[config.mk]
export PLATFORM = sky130hd
export DESIGN_NAME = aurora_tx_framer
export DESIGN_NICKNAME = d
export VERILOG_FILES = /design/src/rtl/aurora_tx_framer.sv
export SDC_FILE = /design/constraint.sdc
export NUM_CORES = 2
export LEC_CHECK = 0
export BUFFER_PORTS_ARGS = -buffer_cell sky130_fd_sc_hd__clkbuf_2
export CELL_PAD_IN_SITES_DETAIL_PLACEMENT = 0
export CELL_PAD_IN_SITES_GLOBAL_PLACEMENT = 1
export CORE_ASPECT_RATIO = 0.8
export CORE_UTILIZATION = 47
export DETAILED_ROUTE_END_ITERATION = 7
export MAX_ROUTING_LAYER = met4
export PLACE_DENSITY = 0.82
export SETUP_SLACK_MARGIN = 0.3
export SYNTH_ARGS = -nofsm -noshare
export SYNTH_HDL_FRONTEND = slang
export SYNTH_SLANG_ARGS = --single-unit
[constraint.sdc]
create_clock -name USER_CLK -period 4.7 [get_ports USER_CLK]
set_clock_uncertainty 0.05 [all_clocks]
set_input_delay 1.175 -clock USER_CLK [delete_from_list [all_inputs] [get_ports USER_CLK]]
set_output_delay 1.175 -clock USER_CLK [all_outputs]
set_load 0.01 [all_outputs]
[src/rtl/aurora_tx_framer.sv]
// aurora_tx_framer: LocalLink transmit framer for the Aurora user interface.
// A first-word-fall-through FIFO buffers the valid/ready input stream; a two-state
// machine cuts it into frames of FRAME_LEN words, or shorter frames when the
// stream stalls longer than FLUSH_TIMEOUT idle cycles.
module aurora_tx_framer #(
  parameter int DATA_W  = 32,
  parameter int REM_W   = 2,
  parameter int FIFO_AW = 6,
  parameter int LEN_W   = 8,
  parameter int TO_W    = 8
) (
  input  logic                USER_CLK,
  input  logic                RESET,
  input  logic [DATA_W-1:0]   IN_DATA,
  input  logic                IN_VALID,
  output logic                IN_READY,
  input  logic [LEN_W-1:0]    FRAME_LEN,
  input  logic [TO_W-1:0]     FLUSH_TIMEOUT,
  output logic [0:DATA_W-1]   TX_D,
  output logic [0:REM_W-1]    TX_REM,
  output logic                TX_SOF_N,
  output logic                TX_EOF_N,
  output logic                TX_SRC_RDY_N,
  input  logic                TX_DST_RDY_N,
  output logic [FIFO_AW:0]    FIFO_LEVEL,
  output logic [15:0]         FRAME_CNT
);

  localparam int DEPTH = 1 << FIFO_AW;
  localparam int LW    = FIFO_AW + 1;
  // common width for frame length, level and beat counter comparisons
  localparam int CW    = (LEN_W > LW) ? LEN_W : LW;

  localparam logic [0:0] S_IDLE = 1'b0;
  localparam logic [0:0] S_SEND = 1'b1;

  logic [DATA_W-1:0]  mem_q [DEPTH];
  logic [FIFO_AW-1:0] wr_ptr_q, wr_ptr_d, rd_ptr_q, rd_ptr_d;
  logic [LW-1:0]      level_q, level_d;
  logic [0:0]         state_q, state_d;
  logic [CW-1:0]      n_q, n_d, beat_q, beat_d;
  logic [TO_W-1:0]    to_q, to_d;
  logic [15:0]        fcnt_q, fcnt_d;

  logic          push, pop, beat, sending, is_eof, to_fire;
  logic [CW-1:0] len_eff, level_ext;

  assign sending   = (state_q == S_SEND);
  assign beat      = sending && !TX_DST_RDY_N;
  assign pop       = beat;
  assign push      = IN_VALID && IN_READY;
  assign is_eof    = (beat_q == n_q - CW'(1));
  assign level_ext = CW'(level_q);
  assign to_fire   = (FLUSH_TIMEOUT != '0) && (to_q == FLUSH_TIMEOUT);

  // effective frame length: FRAME_LEN clamped to [1, DEPTH]
  always_comb begin
    len_eff = CW'(FRAME_LEN);
    if (FRAME_LEN == '0) len_eff = CW'(1);
    if (len_eff > CW'(DEPTH)) len_eff = CW'(DEPTH);
  end

  // FIFO pointers and occupancy; a simultaneous push and pop leaves the level alone
  always_comb begin
    wr_ptr_d = wr_ptr_q + FIFO_AW'(push);
    rd_ptr_d = rd_ptr_q + FIFO_AW'(pop);
    level_d  = level_q;
    if (push && !pop)      level_d = level_q + LW'(1);
    else if (!push && pop) level_d = level_q - LW'(1);
  end

  // frame state machine; a full-length start wins over a timeout start
  always_comb begin
    state_d = state_q;
    n_d     = n_q;
    beat_d  = beat_q;
    fcnt_d  = fcnt_q;
    if (!sending) begin
      if (level_ext >= len_eff) begin
        state_d = S_SEND;
        n_d     = len_eff;
        beat_d  = '0;
      end else if (to_fire && level_q != '0) begin
        state_d = S_SEND;
        n_d     = level_ext;
        beat_d  = '0;
      end
    end else if (beat) begin
      if (is_eof) begin
        state_d = S_IDLE;
        beat_d  = '0;
        fcnt_d  = fcnt_q + 16'd1;
      end else begin
        beat_d  = beat_q + CW'(1);
      end
    end
  end

  // idle timeout: runs only while idle with data waiting, saturates at all-ones
  always_comb begin
    to_d = to_q;
    if (sending || level_q == '0 || FLUSH_TIMEOUT == '0) to_d = '0;
    else if (to_q != '1)                                  to_d = to_q + TO_W'(1);
  end

  // control state registers with synchronous reset
  always_ff @(posedge USER_CLK) begin
    if (RESET) begin
      wr_ptr_q <= '0;
      rd_ptr_q <= '0;
      level_q  <= '0;
      state_q  <= S_IDLE;
      n_q      <= CW'(1);
      beat_q   <= '0;
      to_q     <= '0;
      fcnt_q   <= '0;
    end else begin
      wr_ptr_q <= wr_ptr_d;
      rd_ptr_q <= rd_ptr_d;
      level_q  <= level_d;
      state_q  <= state_d;
      n_q      <= n_d;
      beat_q   <= beat_d;
      to_q     <= to_d;
      fcnt_q   <= fcnt_d;
    end
  end

  // FIFO storage; contents need no reset since the level gates visibility
  always_ff @(posedge USER_CLK) begin
    if (push) mem_q[wr_ptr_q] <= IN_DATA;
  end

  assign IN_READY     = (level_q < LW'(DEPTH));
  assign FIFO_LEVEL   = level_q;
  assign FRAME_CNT    = fcnt_q;
  assign TX_D         = (level_q != '0) ? mem_q[rd_ptr_q] : '0;
  assign TX_REM       = '1;
  assign TX_SRC_RDY_N = !sending;
  assign TX_SOF_N     = !(sending && beat_q == '0);
  assign TX_EOF_N     = !(sending && is_eof);

endmodule

Yosys cells after proc, flatten, opt, wreduce, memory -nomap -nowiden
Memory sizes are Yosys's and may differ from the RTL's. A register that Yosys moved wholly into a read port is not among the register bits.
Cells that the tools add are included.

word-level totals
  register bits = 60
  bits in writable memories = 2048
  logic and storage cells = 74
  output and inout bits = 61
  input port bits = 52
  memories = 1

memories
  memory  depth  bits a word  read ports  clocked after memory_dff  wr ports  line  text
  mem_q   64     32           1           1                         1         37    logic [DATA_W-1:0] mem_q [DEPTH];

operators by class
  bitwise operators = 1
  order comparisons = 3
  eq/ne operators = 4
  multiplexer cells = 20
  reduce and logical (&&, ||, !) cells = 29
  add/subtract/negate cells = 8

operators by type and width
  operator               count
  $mux 8                 9
  $mux 32                1
  $logic_not 8->1        3
  $add 16x1->16 const B  1
  $add 8x1->8 const B    2
  $eq 8x8->1             2
  $mux 7                 2
  $add 6x1->6            2
  $ge 7x8->1             1
  $gt 8x7->1 const B     1
  $logic_and 1x1->1      8
  $ne 8x8->1 const B     1
  $reduce_bool 8->1      1
  $sub 8x1->8 const B    1
  $add 7x1->7 const B    1
  $logic_not 7->1        1
  $lt 7x7->1 const B     1
  $mux 1                 7
  $reduce_bool 7->1      1
  $sub 7x1->7 const B    1
  $logic_not 1->1        6
  $mux 6                 1
  $reduce_and 2->1       2
  $reduce_bool 2->1      2
  6 further kinds        7

Logic depth before layout (Yosys ltp)
  depth in word-level cells = 7
  depth in mapped cells = 11
  mapped depth without buffers = 10

Worst setup path after synthesis
OpenSTA, ideal clock, no wires.

  path kind = in2reg
  from = input port IN_VALID
  to = memory mem_q[32][0] (enable)
  cell stages on the path = 4
  required time = 4.189 ns
  slack = 0.186 ns
  data arrival time = 4.003 ns
  buffers on the path = 0
  setup time = 0.461 ns
  cells stage by stage = nor2b_1 nor2b_1 nand2_1 nor3_1

between the ends
  longest elaborated chain between the ends = 3

ends and longest elaborated chain
  element                       line  text
  start, declared               15    input logic IN_VALID,
  $logic_and 1x1->1             51    assign push = IN_VALID && IN_READY;
  $mux 1                        131   if (push) mem_q[wr_ptr_q] <= IN_DATA;
  $mux 1 (not written as such)  131
  end, declared                 37

Every way passes these cells.

==> results.md <==
* Status: complete, but fails checks
* Failing checks: setup timing
* Crit share post-route at 102%
* Pwr dens at 444 nW/um2
* Finish-stage setup viols at 22
* CP Launch Type: flip-flop
* Initial antenna violation count at 8
* Routed WL at 213000 um
* Max-cap violation count at 0
* Top delay family on crit path: multiplexers
* EDFF count, synth at 2048
* RSZ-0062 raised after global routing: true
* CP Buf/Inv Count at 7
* Post-DR vias/cell at 6.35
* Lkg Pwr at 28.9 nW
* Clock transition at path regs at 0.06 ns
* Logic pwr share at 14.3%
* Via count of the first global-routing pass at 40700
* Net Sw Frac at 24.4%
* Hold Crit Class: flip-flop to flip-flop
* CTS tree: built
* Netlist area before placement at 81600 um2
* Worst-path fanout max at 5
* Vias at 40700
* Internal Pwr Total at 31.9 mW
* Initial Util at 47.4%
* Crit-path most repeated cell: buf_12
* Max IR drop VDD at 0.000462 V
* GRT Total Usage at 25.1%
* Yosys cell types at 54
* CP endpoint kind: primary output
* Worst-path cell chain: buf_12 > buf_16 > buf_12 > buf_16 > buf_12 > buf_12 > mux4_2 > mux4_2 > mux2i_4 > o22ai_4 > buf_6
* Hold-fix buffers, CTS at 0
* Most common cell after layout, fill and taps aside: edfxtp_1
* CP max-delay cell: mux4_2
* Fmax at 208 MHz
* HPWL Detailed at 113000 um
* Critical Setup Path Class: flip-flop to primary output
* Synth warnings at 0
* Area Growth Syn to Fin at 16.5%
* Num Clock Sinks at 2108
* Rel. slew slack at 8.04%
* # IOs at 113
* Inst Count DP at 5969
* Worst-margin pin slew at 1.38 ns
* Worst setup margin at -0.108 ns
* Post-Syn Instances at 3536
* Chip Width at 468 um
* Clk root buf: clkbuf_16
* Avg Inst Size Synth at 23.1 um2
* GRT overflow at 0
* Clock power frac at 36.0%
* Clk_lat worst skew at 0.81 ns
* Dpl ws at 0.406 ns
* Die Area at 175000 um2
* CTS buffer count at 192
* # port buffers at 110
* Design Power at 42.2 mW
* Clock Tree Buf Depth at 3
* Sequential Power Share at 49.8%
* Rows at 136
* Total Nets Final at 4043
* Reg area at 62700 um2
* Seq/Total Area, Yosys at 76.9%
* Die H at 375 um
* Seq cells post-synth at 2108
* Initial DRC count at 5765
* Max-slew violations at 0
* Slowest stage delay, CP at 0.58 ns
* Final Hold Fails at 0
* Most frequent cells in the layout: 2048 x edfxtp_1, 627 x mux4_2, 203 x buf_4
* Largest net degree at the start of global routing at 69
* Share of layout cells above drive strength 1 at 35.3%
* First-pass GRT wire length at 301000 um
* Core Region at 172000 um2
* Iteration count of the initial detailed-routing pass at 6
* H-tree Lvls at 4
* CP arrival at 3.58 ns
* Commonest register cell after synthesis: edfxtp_1
* Area of the multi-input gates at 18900 um2
* DRC violations left at 0
* Final Non-Filler Cells at 6404
* Antenna-violating nets left at 0
* Final min period at 4.81 ns
* Sw Pwr at 10.3 mW
* Share of flip-flops with an asynchronous set or reset at 0%
* WL/cell at 33.2 um
* GP Congestion at 0.801
* Filler cells at 12100
* Worst EP required at 3.47 ns
-- repair_timing --
item                                    CTS  global route
pin swaps                                 8             3
gates cloned                             14             1
endpoints found under the setup margin   32            32
gates resized for setup                 119            28
setup buffers                            56            11
endpoints found under the hold margin     0             0
-- stage by stage --
stage | TNS (ns) | utilization [%] | hold WS, ns | area, um2
2_1_floorplan | 0 | - | 0.419 | 81600
3_3_place_gp | 0 | 50.7 | 0.423 | 87200
3_5_place_dp | 0 | 50.7 | 0.435 | 87200
4_1_cts | -1.51 | 55.1 | 0.444 | 94800
5_1_grt | -2.74 | 55.2 | 0.473 | 95000
6_report | -0.595 | 55.2 | 0.442 | 95000
-- tightest hold or removal path: stages, from the launching register on --
cell and delay, ns:
dfxtp_1 0.32, o31ai_1 0.07, a21oi_1 0.06
-- power groups by stage --
| stage | sequential [mW] | clock (mW) | combinational [mW] |
|---|---|---|---|
| global route | 21.0 | 16.0 | 6.35 |
| CTS | 21.0 | 15.3 | 5.90 |
| detailed placement | 21.4 | 0 | 5.13 |
| finish | 21.0 | 15.2 | 6.01 |
| global placement | 21.4 | 0 | 5.07 |
| floorplan | 21.3 | 0 | 3.14 |
-- sequential cells by signal, summed over array words and instances, names as in the netlist --
name / count
FIFO_LEVEL: 7
to_q: 8
n_q: 8
beat_q: 8
sending: 1
FRAME_CNT: 16
rd_ptr_q: 6
mem_q: 2048
wr_ptr_q: 6
-- path summary, 6_finish.rpt --
kind                 start             to  slack, ns  cells past startpoint
max            rd_ptr_q[0]       TX_D[11]      -0.11                     11
min          FRAME_CNT[15]  FRAME_CNT[15]       0.44                      2
max reg2reg        sending  FIFO_LEVEL[6]       1.63                     10
min reg2reg  FRAME_CNT[15]  FRAME_CNT[15]       0.44                      2
-- synth_stat cells, types with 11 or more instances --
cell	number	area (um2)
edfxtp_1	2048	61500
mux4_2	627	14100
nor2_1	124	465
clkbuf_1	98	368
mux2i_1	65	651
dfxtp_1	60	1200
buf_2	57	285
nand2_1	53	199
nand3_1	46	230
a21oi_1	33	165
a22oi_1	28	210
ha_1	22	275
buf_1	21	78.8
xor2_1	21	184
o22ai_1	17	106
inv_1	15	56.3
and3_1	14	87.6
nor2b_1	14	87.6
o21ai_0	14	70.1
nor3_1	13	65.1
o31ai_1	12	90.1
xnor2_1	12	105
or3_1	11	68.8
-- logic make-up (layout without fill, tap and decap cells) --
logic type | count (synthesis) | in the layout | synth area share (%)
other cells | 1 | 9 | 0.00460
xor+xnor | 33 | 33 | 0.354
fa+ha+maj | 23 | 23 | 0.362
buf+inv | 203 | 786 | 1.09
flops | 2108 | 2108 | 76.9
simple gates | 327 | 327 | 1.92
mux | 694 | 694 | 18.1
compound gates | 147 | 147 | 1.25
-- routing by layer --
| metal | up-vias | share of wire [%] | GRT usage [%] |
|---|---|---|---|
| met3 | 442 | 12 | 5.43 |
| met2 | 2801 | 47 | 38.0 |
| met1 | 21400 | 37 | 34.0 |
| li1 | 16000 | - | - |
| met5 | - | 0 | - |
| met4 | 0 | 3.6 | 8.86 |
-- final cells by class --
type,instances,share of cell area [%]
Timing Repair Buffer,425,4.70
Tap cell,2277,3.00
Antenna cell,7,0.0184
Clock buffer,234,5.27
Sequential cell,2108,66.0
Multi-Input combinational cell,1226,19.9
Clock inverter,112,1.05
Inverter,15,0.0593
Note: power is estimated with default switching activity, not from simulation.
